===== config.mk =====
export PLATFORM = sky130hd
export DESIGN_NAME = xor_share_sched
export DESIGN_NICKNAME = d
export VERILOG_FILES = /design/src/rtl/xor_share_sched.sv
export SDC_FILE = /design/constraint.sdc
export NUM_CORES = 1
export LEC_CHECK = 0
export CAP_MARGIN = 20
export CORE_ASPECT_RATIO = 0.75
export CORE_UTILIZATION = 50
export CTS_CLUSTER_DIAMETER = 150
export DETAILED_ROUTE_END_ITERATION = 8
export PLACE_DENSITY_LB_ADDON = 0.3
export SYNTH_ARGS = -nofsm -noshare
export SYNTH_HDL_FRONTEND = slang
export SYNTH_SLANG_ARGS = --single-unit

===== constraint.sdc =====
create_clock -name clk -period 6.3 [get_ports clk]
set_clock_uncertainty 0.2 [all_clocks]
set_input_delay 1.26 -clock clk [delete_from_list [all_inputs] [get_ports clk]]
set_output_delay 1.26 -clock clk [all_outputs]
set_load 0.01 [all_outputs]

===== src/rtl/xor_share_sched.sv =====
// Round-robin scheduler that time-shares one XOR unit and one AND-mask unit among NREQ requesters.
// Optional accept counter port stat_accepts is enabled by defining XOR_SHARE_SCHED_STATS_EN.
module xor_share_sched #(
    parameter int unsigned       NREQ  = 4,
    parameter int unsigned       WIDTH = 8,
    parameter logic [WIDTH-1:0]  MASK  = {WIDTH{1'b1}},
    localparam int unsigned      IDW   = (NREQ > 1) ? $clog2(NREQ) : 1
) (
    input  logic                    clk,
    input  logic                    rst_n,
    input  logic [NREQ-1:0]         req_valid,
    output logic [NREQ-1:0]         req_ready,
    input  logic [NREQ*WIDTH-1:0]   req_in1,
    input  logic [NREQ*WIDTH-1:0]   req_in2,
    output logic                    rsp_valid,
    input  logic                    rsp_ready,
    output logic [WIDTH-1:0]        rsp_data,
    output logic [IDW-1:0]          rsp_id,
    output logic                    busy
`ifdef XOR_SHARE_SCHED_STATS_EN
    ,
    output logic [15:0]             stat_accepts
`endif
);

    typedef enum logic [1:0] {
        IDLE  = 2'd0,
        PASS1 = 2'd1,
        PASS2 = 2'd2,
        RESP  = 2'd3
    } state_e;

    state_e             state_q, state_d;
    logic [IDW-1:0]     ptr_q, ptr_d;
    logic [IDW-1:0]     id_q, id_d;
    logic [WIDTH-1:0]   op1_q, op1_d;
    logic [WIDTH-1:0]   op2_q, op2_d;
    logic [WIDTH-1:0]   w_q, w_d;
    logic [WIDTH-1:0]   rsp_data_q, rsp_data_d;
    logic [IDW-1:0]     rsp_id_q, rsp_id_d;
    logic               rsp_valid_q, rsp_valid_d;
    logic               busy_q, busy_d;

    logic               grant_found;
    logic [IDW-1:0]     grant_idx;
    logic [IDW-1:0]     scan_idx;
    logic               accept;
    logic [WIDTH-1:0]   xor_a, xor_b, xor_y;

    // Round-robin search starting just after the last served requester.
    always_comb begin
        grant_found = 1'b0;
        grant_idx   = '0;
        scan_idx    = '0;
        for (int unsigned i = 1; i <= NREQ; i++) begin
            scan_idx = IDW'((32'(ptr_q) + i) % NREQ);
            if (!grant_found && req_valid[scan_idx]) begin
                grant_found = 1'b1;
                grant_idx   = scan_idx;
            end
        end
    end

    assign accept = (state_q == IDLE) && rst_n && grant_found;

    // The single shared XOR unit; operands steered by pass.
    always_comb begin
        xor_a = '0;
        xor_b = '0;
        case (state_q)
            PASS1: begin
                xor_a = op1_q;
                xor_b = op2_q;
            end
            PASS2: begin
                xor_a = w_q;
                xor_b = op2_q & MASK;
            end
            default: ;
        endcase
    end

    assign xor_y = xor_a ^ xor_b;

    always_comb begin
        state_d     = state_q;
        ptr_d       = ptr_q;
        id_d        = id_q;
        op1_d       = op1_q;
        op2_d       = op2_q;
        w_d         = w_q;
        rsp_data_d  = rsp_data_q;
        rsp_id_d    = rsp_id_q;
        rsp_valid_d = rsp_valid_q;
        req_ready   = '0;

        case (state_q)
            IDLE: begin
                if (accept) begin
                    req_ready[grant_idx] = 1'b1;
                    op1_d   = req_in1[32'(grant_idx) * WIDTH +: WIDTH];
                    op2_d   = req_in2[32'(grant_idx) * WIDTH +: WIDTH];
                    id_d    = grant_idx;
                    ptr_d   = grant_idx;
                    state_d = PASS1;
                end
            end
            PASS1: begin
                w_d     = xor_y & MASK;
                state_d = PASS2;
            end
            PASS2: begin
                rsp_data_d  = xor_y;
                rsp_id_d    = id_q;
                rsp_valid_d = 1'b1;
                state_d     = RESP;
            end
            RESP: begin
                if (rsp_ready) begin
                    rsp_valid_d = 1'b0;
                    state_d     = IDLE;
                end
            end
            default: state_d = IDLE;
        endcase

        busy_d = (state_d != IDLE);
    end

    always_ff @(posedge clk or negedge rst_n) begin
        if (!rst_n) begin
            state_q     <= IDLE;
            ptr_q       <= IDW'(NREQ - 1);
            id_q        <= '0;
            op1_q       <= '0;
            op2_q       <= '0;
            w_q         <= '0;
            rsp_data_q  <= '0;
            rsp_id_q    <= '0;
            rsp_valid_q <= 1'b0;
            busy_q      <= 1'b0;
        end else begin
            state_q     <= state_d;
            ptr_q       <= ptr_d;
            id_q        <= id_d;
            op1_q       <= op1_d;
            op2_q       <= op2_d;
            w_q         <= w_d;
            rsp_data_q  <= rsp_data_d;
            rsp_id_q    <= rsp_id_d;
            rsp_valid_q <= rsp_valid_d;
            busy_q      <= busy_d;
        end
    end

    assign rsp_valid = rsp_valid_q;
    assign rsp_data  = rsp_data_q;
    assign rsp_id    = rsp_id_q;
    assign busy      = busy_q;

`ifdef XOR_SHARE_SCHED_STATS_EN
    logic [15:0] stat_q, stat_d;

    // Saturating count of accepted requests.
    always_comb begin
        stat_d = stat_q;
        if (accept && (stat_q != 16'hFFFF)) begin
            stat_d = stat_q + 16'd1;
        end
    end

    always_ff @(posedge clk or negedge rst_n) begin
        if (!rst_n) begin
            stat_q <= '0;
        end else begin
            stat_q <= stat_d;
        end
    end

    assign stat_accepts = stat_q;
`endif

endmodule


==> results.toml, run 1 <==
[synthesis]
yosysSeqAreaShare_pct = 39.2
syn-num-nets = 343
synth_compound_area_share_pct = 24.9
synth_seq_cells = 42
yosys.area_share.adder_pct = 2.33
ys_warn_count = 0
async_flop_share_pct = 100
synthMuxAreaShare_pct = 10.9
synth_enable_flop_cells = 0
synth_simple_gate_area_share_pct = 13.8
synth_top_family_by_area = "compound AO/OA/AOI/OAI gates"
synth.distinct_cells = 37
synth_area_um2 = 2690
synth_cells = 267
syn_avg_cell_area_um2 = 10.1
synth_ff_type = "dfrtp_1"
synth-xor-area-share_pct = 2.61

[cts]
path_clk_slew_ps = 80
htree_levels = 2
post-cts-setup-buffers = 0
clock_sinks = 42
root_buffer = "clkbuf_8"
cts_resized = 0
cts_buffers = 5
cts_buffer_depth = 2
insertion_delay_ps = 290
cts_tree = "yes"
hold_buffers = 0

[global_route]
grt_pass1_vias = 2387
grt_usage_pct = 25.7
overflow = 0
antenna_found_initial = 0
busiest_layer = "met2"
grt_pass1_wl_um = 11200
gr-usage-met2_pct = 42.8
grt.met3_usage_pct = 6.03
grt_use_met1_pct = 33.6
grt_max_degree = 43

[power]
power.density_nw_per_um2 = 386
irDropWorstVdd_mv = 0.220
p_leak_nw = 1.57

[cells_and_area]
layout.nets = 419
mostFrequentLayoutCell = "clkdlybuf4s50_1"
stdcell_count = 416
areaGrowthSynthToFinish_pct = 34.7
drive_gt1_share_pct = 12.2
diodes = 0
most-common-layout-cells = "85 x clkdlybuf4s50_1, 40 x dfrtp_1, 27 x mux2i_1"

[routing]
drt_first_pass_iters = 4
post-route-drc-count = 0
detail_route.wirelength_um = 6800
via_count = 2374
drtAntennaViolNets = 0
first_iter_violations = 90
vias_per_cell = 5.71
avgRoutedWirePerCell_um = 16.3

[placed_design]
hpwl_um = 5170
place_ws_ps = 1060
port_buffers = 86
place_congestion = 0.820
placed_cells = 408

[worst_setup_path]
worstPathRequired_ps = 4840
start_kind = "primary input"
rr_worst_depth = 5
path_max_fanout = 20
worstPathArrival_ps = 3770
crit_type = "primary input to output pin"
critPathCaptureType = "output pin"

[sta]
rsz0062_at_grt = "no"
setup_violations = 0
setup_ws_ps = 1070
max_freq_ghz = 0.191
period_minus_slack_ps = 5230
maxSlewHeadroom_pct = 46.0
fin_setup_tns_ps = 0
min_period_over_period_pct = 83.0
worst_pin_slew_ps = 810
final_hold_viol_count = 0
slew_viol_final = 0

[floorplanning]
initial_core_util_pct = 53.3
num_io_pins = 87
die_area_um2 = 5670
die_h_um = 65.5
core-area_um2 = 5040
die_x_um = 86.6
core.rowCount = 22

[flow_run]
max-cap-violations = 0

[worst_hold_path]
hold-path-cell-count = 1
worstHoldPathType = "flop to flop"

[outcome]
status = "completed"
==> critical path: stages <==
cell and delay (ps):
clkdlybuf4s50_1 570, a21boi_1 130, o21bai_4 500, and3_4 540, and3_1 220, clkdlybuf4s50_1 540
==> Yosys cell counts (all sizes together) (2+ instances only) <==
cell type | count | area share (%)
dfrtp | 40 | 37
mux2i | 27 | 10
nor2 | 25 | 3.5
and3 | 19 | 4.6
nand2 | 19 | 2.7
a211oi | 17 | 6.6
a221oi | 16 | 7.5
inv | 14 | 2.0
a21oi | 12 | 2.4
o21ai | 11 | 2.0
buf | 10 | 3.1
clkbuf | 9 | 1.3
o22ai | 9 | 2.1
a22o | 8 | 2.6
xor2 | 8 | 2.6
ha | 5 | 2.3
and2 | 2 | 0.47
dfstp | 2 | 2.0
mux2 | 2 | 0.84
nand2b | 2 | 0.47
or2 | 2 | 0.47
==> cell type report <==
cell class,instances,area [µm²]
clock buffers,5,68.8
clock inverters,3,18.8
fillers,388,1420
inverters,14,52.6
multi-input cells,192,1460
flip-flops and latches,42,1050
well taps,72,90.1
repair buffers,88,871
==> routing by layer <==
| layer | part of all wire [%] | vias to the layer above |
|---|---|---|
| met3 | 7.0 | 11 |
| met4 | 1.6 | 0 |
| met5 | 0 | - |
| li1 | - | 1129 |
| met1 | 43 | 1142 |
| met2 | 48 | 92 |
==> stage by stage <==
stage	power [mW]	hold slack, ps	instance area (µm²)	util (%)
finish	1.40	321	3620	71.8
global route	1.51	337	3620	71.8
CTS	1.40	321	3620	71.8
detailed placement	1.23	295	3530	70.1
global placement	1.19	296	3530	70.1
floorplan	1.02	279	2690	-
==> flip-flops by register name, indices dropped and copies added (netlist names) <==
register,count
busy,1
rsp_id,2
ptr_q,2
w_q,8
op2_q,8
state_q,2
op1_q,8
id_q,2
rsp_data,8
rsp_valid,1
==> where the power goes <==
part | internal [mW] | switching (mW)
clock network | 0.0781 | 0.0973
logic | 0.350 | 0.372
registers | 0.390 | 0.109
total | 0.819 | 0.578
==> cells by family (layout without fill, tap and decap cells) <==
group	after synthesis	count (layout)
xor+xnor	8	8
compound gates	77	77
buf+inv	33	110
flops	42	42
mux	29	29
simple gates	73	73
fa+ha+maj	5	5
==> final timing paths <==
| path | from | endpoint | slack [ps] |
|---|---|---|---|
| min in group asynchronous | rst_n | rsp_data[6] | 870 |
| hold reg to reg | id_q[0] | rsp_id[0] | 320 |
| hold / removal | id_q[0] | rsp_id[0] | 320 |
| max in group asynchronous | rst_n | ptr_q[1] | 4630 |
| setup / recovery | req_valid[0] | req_ready[0] | 1070 |
| setup reg to reg | state_q[0] | w_q[1] | 3770 |
Note: power is estimated with default switching activity, not from simulation.
==> run 2: changes to the inputs <==
- CORE_UTILIZATION: 50 -> 47
- clock period: 6.3 -> 5.11 ns (I/O delays scaled with it)
==> run 2 against run 1 <==
Against the previous run: first-iteration DRC count increased by 78%; worst hold slack gained 3.2 ps; clock-buffer cell count did not move; routed wire length increased by 2.1%; largest cell class unchanged; global-route usage decreased by 1.5 points; die area is 6.2% higher; largest power group unchanged; clock power grew 51%.
==> results.toml, run 2 (synthesis gave the netlist of run 1 again) <==
[routing]
drt_first_pass_iters = 4
vias_per_cell = 5.65
avgRoutedWirePerCell_um = 16.5
via_count = 2374
detail_route.wirelength_um = 6940
drtAntennaViolNets = 0
first_iter_violations = 160
post-route-drc-count = 0

[cells_and_area]
most-common-layout-cells = "85 x clkdlybuf4s50_1, 40 x dfrtp_1, 27 x mux2i_1"
multi_input_area_um2 = 1460
diodes = 0
mostFrequentLayoutCell = "clkdlybuf4s50_1"
final_area_um2 = 3650
stdcell_count = 420
areaGrowthSynthToFinish_pct = 36.1
drive_gt1_share_pct = 12.5
layout.nets = 420
final_util_pct = 67.6
nFillCells = 436
register_area_um2 = 1050

[sta]
hold_slack_ps = 324
slew_viol_final = 0
final_hold_viol_count = 0
maxSlewHeadroom_pct = 44.6
setup_violations = 0
period_minus_slack_ps = 4580
worst_pin_slew_ps = 831
setup_ws_ps = 529
min_period_over_period_pct = 89.6
rsz0062_at_grt = "no"
max_freq_ghz = 0.218
fin_setup_tns_ps = 0

[cts]
cts_buffer_depth = 2
cts_tree = "yes"
clock_sinks = 42
htree_levels = 2
insertion_delay_ps = 290
hold_buffers = 0
root_buffer = "clkbuf_8"
cts_buffers = 5
post-cts-setup-buffers = 0
cts_resized = 0
path_clk_slew_ps = 80

[placed_design]
hpwl_um = 5180
place_congestion = 0.817
port_buffers = 86
place_area_um2 = 3540
place_ws_ps = 559
placed_cells = 412

[worst_hold_path]
worstHoldPathType = "flop to flop"

[floorplanning]
die_area_um2 = 6030
initial_core_util_pct = 49.7
core.rowCount = 23
die_x_um = 89.3
die_h_um = 67.5
core-area_um2 = 5410
num_io_pins = 87

[worst_setup_path]
worstPathRequired_ps = 3890
path_max_fanout = 20
max_stage_delay_ps = 530
path_cells = "clkdlybuf4s50_1, mux2i_1, or2_1, and3_4, and3_1, clkdlybuf4s50_1"
crit_type = "primary input to output pin"
worstPathArrival_ps = 3360
critPathCaptureType = "output pin"
cp_common_cell = "clkdlybuf4s50_1"
critPathSlowestCell = "clkdlybuf4s50_1"
start_kind = "primary input"

[outcome]
status = "completed"

[global_route]
antenna_found_initial = 0
grt_max_degree = 43
grt_usage_pct = 24.2
grt_pass1_vias = 2265
grt_pass1_wl_um = 10800
overflow = 0

[power]
p_total_mw = 1.78
power.density_nw_per_um2 = 487
irDropWorstVdd_mv = 0.284
p_leak_nw = 1.59

[flow_run]
max-cap-violations = 0
-- run 2: worst max-delay path, delay by kind of cell --
kind	cells	cell delay (ps)
buffers and inverters	2	1010
and+or+nand+nor	3	1180
muxes	1	150
-- run 2: power breakdown --
group / leakage (nW) / internal [mW] / switching [mW]
combinational: 1.02 / 0.433 / 0.466
sequential: 0.503 / 0.481 / 0.135
clock: 0.0585 / 0.146 / 0.119
total: 1.59 / 1.06 / 0.720
-- run 2: per-layer routing --
metal	wire (µm)	part of all wire, %	GRT usage, %
met3	490	7.1	6.72
met4	119	1.7	8.33
met2	3330	48	38.4
met5	0	0	0
met1	3000	43	31.9
-- run 2: final cells by class --
cell class | instances | share of cell area [%]
multi-input cells | 192 | 40.1
clock inverters | 3 | 1.20
well taps | 75 | 2.57
flip-flops and latches | 42 | 28.8
repair buffers | 89 | 24.0
clock buffers | 5 | 1.88
inverters | 14 | 1.44
-- run 2: worst paths after layout --
kind	start	end	slack, ps	depth (start not counted)
max	req_valid[3]	req_ready[0]	530	6
min	id_q[0]	rsp_id[0]	320	1
max reg2reg	ptr_q[1]	op2_q[6]	2520	5
min reg2reg	id_q[0]	rsp_id[0]	320	1
max in group asynchronous	rst_n	ptr_q[1]	3690	2
min in group asynchronous	rst_n	rsp_data[7]	640	2
